<file path="src/rtl/video_pkg.sv">
// Shared video definitions: pixel layout, unpacker state encoding and the
// default 640x480 scan geometry also used by the pixel generator.
package video_pkg;

  localparam int DEF_H_PIXELS = 640;
  localparam int DEF_V_LINES  = 480;

  // Pixel coordinates are 10 bits wide, enough for 1023x1023.
  localparam int POS_W = 10;

  typedef struct packed {
    logic [7:0] r;
    logic [7:0] g;
    logic [7:0] b;
  } pixel_t;

  // One output beat: pixel plus its frame position sideband.
  typedef struct packed {
    pixel_t             data;
    logic               sof;
    logic               eol;
    logic [POS_W-1:0]   x;
    logic [POS_W-1:0]   y;
  } pix_beat_t;

  // Unpacker states. SYNC hunts for tuser, PH0..PH2 take w0..w2 of a
  // 3-word group, EMIT3 stalls the input while the fourth pixel goes out.
  typedef logic [2:0] unpack_state_t;
  localparam unpack_state_t ST_SYNC  = 3'd0;
  localparam unpack_state_t ST_PH0   = 3'd1;
  localparam unpack_state_t ST_PH1   = 3'd2;
  localparam unpack_state_t ST_PH2   = 3'd3;
  localparam unpack_state_t ST_EMIT3 = 3'd4;

endpackage

</file>
<file path="src/rtl/pix_out_reg.sv">
// Single-entry valid/ready output register for one pixel beat. A new beat
// may be loaded in the same cycle the current one is accepted.
module pix_out_reg
  import video_pkg::*;
(
  input  logic      aclk,
  input  logic      aresetn,
  input  logic      load,
  input  pix_beat_t load_beat,
  input  logic      ready,
  output logic      valid,
  output pix_beat_t beat,
  output logic      handshake
);

  assign handshake = valid & ready;

  // Hold the beat until accepted; a load overrides the drain on a handshake cycle.
  always_ff @(posedge aclk or negedge aresetn) begin
    if (!aresetn) begin
      valid <= 1'b0;
      // NOTE: the payload is reset only because the pixel outputs must read
      // zero out of reset; it is a single register, not a storage array.
      beat  <= '0;
    end else begin
      // NOTE: non-blocking assignments so every flop samples pre-edge values,
      // independent of statement order.
      if (load) begin
        valid <= 1'b1;
        beat  <= load_beat;
      end else if (handshake) begin
        valid <= 1'b0;
      end
    end
  end

endmodule

</file>
<file path="src/rtl/stream_unpacker.sv">
// AXI4-Stream sink that unpacks 3 x 32-bit words into 4 RGB888 pixels,
// adds SOF/EOL/x/y sideband and checks tuser/tlast/tkeep framing.
module stream_unpacker
  import video_pkg::*;
#(
  parameter int H_PIXELS  = DEF_H_PIXELS,
  parameter int V_LINES   = DEF_V_LINES,
  parameter int CNT_WIDTH = 16
) (
  input  logic                 aclk,
  input  logic                 aresetn,
  input  logic [31:0]          in_stream_tdata,
  input  logic [3:0]           in_stream_tkeep,
  input  logic                 in_stream_tlast,
  input  logic                 in_stream_tuser,
  input  logic                 in_stream_tvalid,
  output logic                 in_stream_tready,
  output logic [23:0]          pix_data,
  output logic                 pix_valid,
  input  logic                 pix_ready,
  output logic                 pix_sof,
  output logic                 pix_eol,
  output logic [POS_W-1:0]     pix_x,
  output logic [POS_W-1:0]     pix_y,
  output logic [CNT_WIDTH-1:0] frame_cnt,
  output logic [CNT_WIDTH-1:0] err_cnt,
  output logic                 err_pulse
);

  localparam logic [POS_W-1:0] X_LAST   = POS_W'(H_PIXELS - 1);
  // x of P2 in the last group of a line; that group's w2 must carry tlast.
  localparam logic [POS_W-1:0] X_EOL_P2 = POS_W'(H_PIXELS - 2);
  localparam logic [POS_W-1:0] Y_LAST   = POS_W'(V_LINES - 1);

  unpack_state_t    state;
  unpack_state_t    state_nxt;
  logic             run;          // low during and one cycle after reset
  logic [7:0]       r8;
  logic [15:0]      r16;
  pixel_t           p3;
  logic [POS_W-1:0] nx;           // position of the next pixel to load
  logic [POS_W-1:0] ny;
  logic             frame_err;

  logic             out_valid;
  logic             out_hs;
  pix_beat_t        out_beat;

  logic             acc;
  logic             at_frame_start;
  logic             start;
  logic             active;
  unpack_state_t    eff_state;
  logic [POS_W-1:0] eff_x;
  logic [POS_W-1:0] eff_y;
  logic             tuser_err;
  logic             sof_miss_err;
  logic             tlast_err;
  logic             keep_err;
  logic             any_err;
  logic             discard;
  logic             load;
  pixel_t           load_pix;
  pix_beat_t        load_beat;
  logic             last_p3;

  // Input accepted only when the output register has room and P3 is not pending.
  assign in_stream_tready = run && (state != ST_EMIT3) && (!out_valid || pix_ready);
  assign acc              = in_stream_tvalid && in_stream_tready;
  assign at_frame_start   = (state == ST_PH0) && (nx == '0) && (ny == '0);

  // Classify the accepted word, run the framing checks and pick the pixel to load.
  always_comb begin
    // NOTE: every output of this block gets a default first so no latch is inferred.
    start        = acc && in_stream_tuser;
    active       = acc && ((state != ST_SYNC) || in_stream_tuser);
    eff_state    = start ? ST_PH0 : state;
    eff_x        = start ? '0 : nx;
    eff_y        = start ? '0 : ny;
    tuser_err    = start && (state != ST_SYNC) && !at_frame_start;
    sof_miss_err = acc && !in_stream_tuser && at_frame_start;
    tlast_err    = active &&
                   (in_stream_tlast != ((eff_state == ST_PH2) && (eff_x == X_EOL_P2)));
    keep_err     = acc && (in_stream_tkeep != 4'hF);
    any_err      = tuser_err || sof_miss_err || tlast_err || keep_err;
    discard      = sof_miss_err || tlast_err;

    load      = 1'b0;
    load_pix  = '0;
    state_nxt = state;
    if (acc && discard) begin
      state_nxt = ST_SYNC;
    end else if (active) begin
      case (eff_state)
        ST_PH0: begin
          load      = 1'b1;
          load_pix  = in_stream_tdata[23:0];
          state_nxt = ST_PH1;
        end
        ST_PH1: begin
          load      = 1'b1;
          load_pix  = {in_stream_tdata[15:0], r8};
          state_nxt = ST_PH2;
        end
        ST_PH2: begin
          load      = 1'b1;
          load_pix  = {in_stream_tdata[7:0], r16};
          state_nxt = ST_EMIT3;
        end
        default: ;
      endcase
    end else if ((state == ST_EMIT3) && out_hs) begin
      load      = 1'b1;
      load_pix  = p3;
      state_nxt = ST_PH0;
    end

    load_beat.data = load_pix;
    load_beat.x    = eff_x;
    load_beat.y    = eff_y;
    load_beat.sof  = (eff_x == '0) && (eff_y == '0);
    load_beat.eol  = (eff_x == X_LAST);

    last_p3 = (state == ST_EMIT3) && out_hs && (nx == X_LAST) && (ny == Y_LAST);
  end

  // Sequencer state, residual bytes, position counters and statistics.
  always_ff @(posedge aclk or negedge aresetn) begin
    if (!aresetn) begin
      state     <= ST_SYNC;
      run       <= 1'b0;
      r8        <= '0;
      r16       <= '0;
      p3        <= '0;
      nx        <= '0;
      ny        <= '0;
      frame_err <= 1'b0;
      frame_cnt <= '0;
      err_cnt   <= '0;
      err_pulse <= 1'b0;
    end else begin
      run       <= 1'b1;
      state     <= state_nxt;
      err_pulse <= any_err;
      if (any_err && (err_cnt != '1)) err_cnt <= err_cnt + 1'b1;

      // A frame start clears history of the previous frame.
      if (start) frame_err <= keep_err;
      else if (any_err) frame_err <= 1'b1;

      if (active && !discard) begin
        if (eff_state == ST_PH0) r8  <= in_stream_tdata[31:24];
        if (eff_state == ST_PH1) r16 <= in_stream_tdata[31:16];
        if (eff_state == ST_PH2) p3  <= in_stream_tdata[31:8];
      end

      if (load) begin
        if (eff_x == X_LAST) begin
          nx <= '0;
          ny <= (eff_y == Y_LAST) ? '0 : eff_y + 1'b1;
        end else begin
          nx <= eff_x + 1'b1;
          ny <= eff_y;
        end
      end

      if (last_p3 && !frame_err) frame_cnt <= frame_cnt + 1'b1;
    end
  end

  pix_out_reg u_out (
    .aclk      (aclk),
    .aresetn   (aresetn),
    .load      (load),
    .load_beat (load_beat),
    .ready     (pix_ready),
    .valid     (out_valid),
    .beat      (out_beat),
    .handshake (out_hs)
  );

  assign pix_valid = out_valid;
  assign pix_data  = out_beat.data;
  assign pix_sof   = out_beat.sof;
  assign pix_eol   = out_beat.eol;
  assign pix_x     = out_beat.x;
  assign pix_y     = out_beat.y;

endmodule
</file>
<file path="config.mk">
export PLATFORM = sky130hd
export DESIGN_NAME = stream_unpacker
export DESIGN_NICKNAME = d
export VERILOG_FILES = /design/src/rtl/video_pkg.sv /design/src/rtl/pix_out_reg.sv /design/src/rtl/stream_unpacker.sv
export SDC_FILE = /design/constraint.sdc
export NUM_CORES = 1
export LEC_CHECK = 0
export CORE_MARGIN = 4
export CORE_UTILIZATION = 25
export CTS_BUF_LIST = sky130_fd_sc_hd__clkbuf_2
export DETAILED_ROUTE_END_ITERATION = 12
export HOLD_SLACK_MARGIN = 0.06
export PLACE_DENSITY = 0.42
export RECOVER_POWER = 50
export SETUP_SLACK_MARGIN = 0.02
export SYNTH_ARGS = -nofsm -noshare
export SYNTH_HDL_FRONTEND = slang
export SYNTH_SLANG_ARGS = --single-unit
</file>
<file path="constraint.sdc">
create_clock -name aclk -period 11.06 [get_ports aclk]
set_input_delay 1.106 -clock aclk [delete_from_list [all_inputs] [get_ports aclk]]
set_output_delay 1.106 -clock aclk [all_outputs]
set_load 0.05 [all_outputs]
</file>
---- Word-level counts from Yosys, hierarchy flattened ----
Index checks and enable logic that the tools add are counted.
Widths: inputs -> output; s select.
cells by class
  add/subtract/negate cells ............... 4
  equal/unequal tests ..................... 15
  muxes and demuxes ....................... 22
  bitwise operators ....................... 1
  reductions and logical operators ........ 46
operator list
  cell                   count
  $mux 24                3
  $pmux 24 s3            1
  $mux 10                5
  $logic_not 10->1       4
  $add 16x1->16 const B  2
  $eq 10x10->1 const B   3
  $logic_and 1x1->1      22
  $add 10x1->10 const B  2
  $eq 10x9->1 const B    2
  $ne 16x16->1 const B   1
  $mux 3                 4
  $pmux 3 s3             1
  $mux 1                 8
  $reduce_and 2->1       4
  $eq 3x1->1 const B     2
  $eq 3x2->1 const B     2
  $logic_or 1x1->1       6
  $reduce_bool 3->1      2
  $logic_not 1->1        5
  $ne 5x1->1 const B     1
  $ne 4x4->1 const B     1
  $reduce_bool 2->1      2
  $eq 3x3->1 const B     1
  $ne 3x3->1 const B     1
  3 further kinds        3
storage, ports and cells
  register bits ........................... 153
  input bits .............................. 42

---- Logic depth before layout (Yosys ltp) ----
  depth after elaboration ................. 14
  depth in mapped cells ................... 17
  mapped depth without buffers ............ 12

---- By module ----
From an unflattened synthesis, not the netlist that was laid out.
second synthesis, totals
  cells, all modules ...................... 666
  area total of the unflattened synthesis .. 7,564.8 µm²
modules (own cells, without submodules)
  module           times used  cells each  area each (µm²)
  stream_unpacker  1           565         5,694.2
  pix_out_reg      1           101         1,870.5

---- Least setup slack after synthesis ----
No wires, ideal clock.
  path type ............................... input-to-reg
  from .................................... input port in_stream_tuser
  to ...................................... register err_cnt[1]
  library setup time ...................... 0.125 ns
  data arrival time ....................... 3.812 ns
  setup slack ............................. 7.123 ns
  cell stages on the path ................. 13
  path through ............................ inv_1 or4_1 clkbuf_1 clkbuf_1 nand2_1 ha_1 nand3_1 o31a_1 o31a_1 buf_6 o22ai_4 buf_4 mux2_2
between the ends
  word-level cells in the longest chain between the ends .. 9
RTL lines
  item                                        RTL line                                      source
  start, declared                             stream_unpacker.sv:15                         input logic in_stream_tuser,
  $logic_and 1x1->1                           stream_unpacker.sv:75                         start = acc && in_stream_tuser;
  $mux 10 or $mux 3 (tied branches)           stream_unpacker.sv:78, stream_unpacker.sv:77
  $eq 10x10->1 or $eq 3x2->1 (tied branches)  stream_unpacker.sv:83                         (in_stream_tlast != ((eff_state == ST_PH2) && (eff_x == X_EOL_P2)));
  $logic_and 1x1->1                           stream_unpacker.sv:83
  $ne 1x1->1                                  stream_unpacker.sv:83
  $logic_and 1x1->1                           stream_unpacker.sv:82                         tlast_err = active &&
  $logic_or 1x1->1 (*) (2 in a row)           stream_unpacker.sv:85                         any_err = tuser_err || sof_miss_err || tlast_err || keep_err;
  $logic_and 1x1->1 (*)                       stream_unpacker.sv:145                        if (any_err && (err_cnt != '1)) err_cnt <= err_cnt + 1'b1;
  end signal, assigned                        stream_unpacker.sv:145
  end, declared                               stream_unpacker.sv:26                         output logic [CNT_WIDTH-1:0] err_cnt,
Mark *: on every way between the ends. The rest lies on a longest branch, timed or not.
A chain may end at the register's enable or synchronous reset.

==> flow_summary.yaml <==
status:
  status: "complete, but fails checks"
  violations: "capacitance limit, slew limit"
clock_network:
  ctsResizeCount: 0
  clockBufferDepth: 2
  cts_tree: "built"
  clock-sinks: 153
  htreeDepth: 4
  path_clk_slew_ns: 0.23
  clock_latency_ns: 0.73
  ctsHoldBuffers: 0
  cts_buffers: 17
  cts_root_buf: "clkbuf_2"
  postCtsSetupBuffers: 0
final_layout:
  fillers: 2965
  multi_input_area_um2: 3153
  fin_cells: 1217
  regArea_um2: 3829
  area_growth_pct: 26.11
  design_area_um2: 9066
  drive_above_1_share_pct: 11.81
  layout.nets: 874
yosys:
  synth_edf_count: 0
  synth_nets: 763
  synth_most_common_cell: "dfrtp_1"
  ys_top_cells_by_area: "dfrtp_1 (53%), mux2_2 (7.8%), nand2_1 (6.2%)"
  synth_cells: 714
  synth_top_cell_by_area: "dfrtp_1"
  ys_ff_latch: 153
  synth_top_area_share_pct: 53.25
  synth_commonest_cells: "dfrtp_1 (153), nand2_1 (119), o21ai_0 (62)"
  avgSynthCellArea_um2: 10.07
  synth-main-ff-cell: "dfrtp_1"
  ys_async_sr_fraction_pct: 100.0
  ys_warn_count: 0
  synth_cell_types: 53
  ys_seq_area_share_pct: 53.25
  syn-cell-area_um2: 7189
placed_design:
  io_buffers: 122
  dp_hpwl_mm: 14.27
  dp.cells: 1184
  gp_congestion: 0.7473
  post_dp_cell_area_um2: 8806
floorplanning:
  fp.dieArea_um2: 31530
  start_util_pct: 25.60
  core_um2: 28090
  die_h_um: 177.6
  io_pins: 123
  dieWidth_um: 177.6
  fp-row-count: 61
global_route:
  track_usage_pct: 13.30
  grt_max_degree: 89
  antenna_found_initial: 1
  grt_pass1_vias: 5485
  grt_first_pass_wirelength_mm: 32.46
  grt.overflow.total: 0
routing:
  drtIter0Drc: 479
  via_count: 5678
  wire_per_inst_um: 17.16
  dr.pass1.iters: 7
  antenna_left: 0
  totalWireLength_mm: 20.89
  avgViaCountPerCell: 4.666
  drcViolationCount: 0
critical_path:
  r2r_slack_ns: 6.58
  crit_chain: "clkbuf_1 -> buf_4"
  end_kind: "async pin"
  cp.arrival_ns: 5.73
  cp_slowest_stage_delay_ns: 3.41
  cp-start-kind: "input port"
  critPathTopFamily: "buffers and inverters"
  worstSetupPathType: "in2async"
  cp.buffers_inverters: 2
  path_max_fanout: 88
  crit_cells: 2
  rr_worst_depth: 12
  crit_slowest_cell: "clkbuf_1"
  cp.required_ns: 11.81
hold_path:
  holdCritPathClass: "reg2reg"
  holdPathStages: 2
sta:
  finalSetupViolations: 0
  max_slew_margin_pct: -231.5
  slew_viol_final: 89
  period_share_pct: 45.00
  min_period_ns: 4.977
  hold_violations: 0
  tightest_slew_ns: 4.972
  fmax_ghz: 0.2009
  setup_tns_ns: 0
  skew_ns: 0.04968
  rsz0062_at_grt: "no"
pwr:
  pwr_density_cell_nw_per_um2: 105.8
  irDropWorstVdd_v: 0.00007077
  power_leakage_nw: 4.050
run:
  cap_violations: 1
[routing by layer]
layer  routed length [um]  GRT usage, %
met5                    0             0
met2                 9762         20.36
met3                  835         3.046
met1                10160         19.10
met4                  125         3.190
[cell usage in the layout, fill, tap and decap left out, types with 2 or more instances in the layout]
| master | netlist | routed |
|---|---|---|
| inv_1 | 17 | 17 |
| o31a_1 | 2 | 2 |
| nor4_1 | 12 | 12 |
| nand3_1 | 43 | 43 |
| a21o_1 | 2 | 2 |
| clkdlybuf4s50_1 | 0 | 97 |
| o21ai_0 | 62 | 62 |
| and4_1 | 2 | 2 |
| ha_1 | 7 | 7 |
| and3_1 | 9 | 9 |
| a31oi_1 | 2 | 2 |
| clkbuf_2 | 0 | 17 |
| a222oi_1 | 12 | 12 |
| nor2_1 | 37 | 37 |
| a21oi_1 | 31 | 31 |
| or3_1 | 2 | 2 |
| o2111ai_2 | 0 | 2 |
| or2_2 | 3 | 3 |
| a22oi_1 | 13 | 13 |
| o41ai_1 | 2 | 2 |
| bufinv_16 | 0 | 3 |
| clkinv_1 | 0 | 2 |
| clkbuf_1 | 25 | 2 |
| dfrtp_1 | 153 | 153 |
| xnor2_1 | 11 | 11 |
| o21ai_1 | 2 | 2 |
| nor3_1 | 12 | 12 |
| dlygate4sd3_1 | 0 | 24 |
| o31ai_1 | 15 | 15 |
| and2_1 | 3 | 3 |
| nand4_1 | 7 | 7 |
| mux2_2 | 50 | 50 |
| clkinv_4 | 0 | 2 |
| buf_4 | 1 | 7 |
| xor2_1 | 19 | 19 |
| nor2b_1 | 4 | 4 |
| nand2b_1 | 2 | 2 |
| nand2_1 | 119 | 119 |
| inv_8 | 0 | 3 |
| inv_6 | 0 | 4 |
[metrics by stage]
stage          utilization [%]  hold slack (ns)  setup slack (ns)  total power [mW]
2_1_floorplan                -           0.4740             7.123            0.5720
3_3_place_gp             31.35           0.4523             5.624            0.6054
3_5_place_dp             31.35           0.4552             5.473            0.6051
4_1_cts                  32.33           0.3357             6.328            0.9818
5_1_grt                  32.28           0.5126             5.160             1.005
6_report                 32.28           0.4897             6.083            0.9591
[area by class of cell]
| class | count | area share, % |
|---|---|---|
| antenna | 1 | 0.02760 |
| clock buffer | 17 | 0.9384 |
| clock inverter | 15 | 2.084 |
| inverter | 17 | 0.7038 |
| multi-input combinational | 506 | 34.78 |
| sequential | 153 | 42.23 |
| tap | 378 | 5.217 |
| timing repair buffer | 130 | 14.02 |
[final timing paths]
kind,from,endpoint
worst max-delay path,aresetn,ny[1]
worst max register to register,state[2],ny[5]
max in group aclk,in_stream_tuser,ny[5]
min in group asynchronous,aresetn,err_cnt[4]
worst min register to register,u_out.beat[7],u_out.beat[7]
worst min-delay path,u_out.beat[7],u_out.beat[7]
[kinds of logic after synthesis]
kind of cell               synth area share (%)
and+or+nand+nor                           17.19
AOI/OAI and AO/OA                         13.57
DFF                                       53.25
buffers and inverters                     3.220
muxes                                     7.832
xor gates and xnor gates                  3.655
adders and majority gates                 1.218
other                                   0.05216
[flip-flops by register name, summed over array words and instances (netlist names)]
name / flops
u_out.beat: 46
r16: 16
frame_cnt: 16
ny: 10
r8: 8
p3: 24
run: 1
err_pulse: 1
err_cnt: 16
u_out.valid: 1
state: 3
frame_err: 1
nx: 10
[worst min-delay path, cell delays in order (launching register included)]
cell and delay, ns:
dfrtp_1 0.39, nand2_1 0.05, nand2_1 0.04
[power breakdown]
| part | leakage (nW) | internal [mW] | switching [mW] |
|---|---|---|---|
| combinational | 1.79 | 0.0135 | 0.0197 |
| sequential | 2.10 | 0.561 | 0.0000676 |
| clock | 0.165 | 0.133 | 0.232 |
No activity file was read; power rests on OpenSTA's default activity.
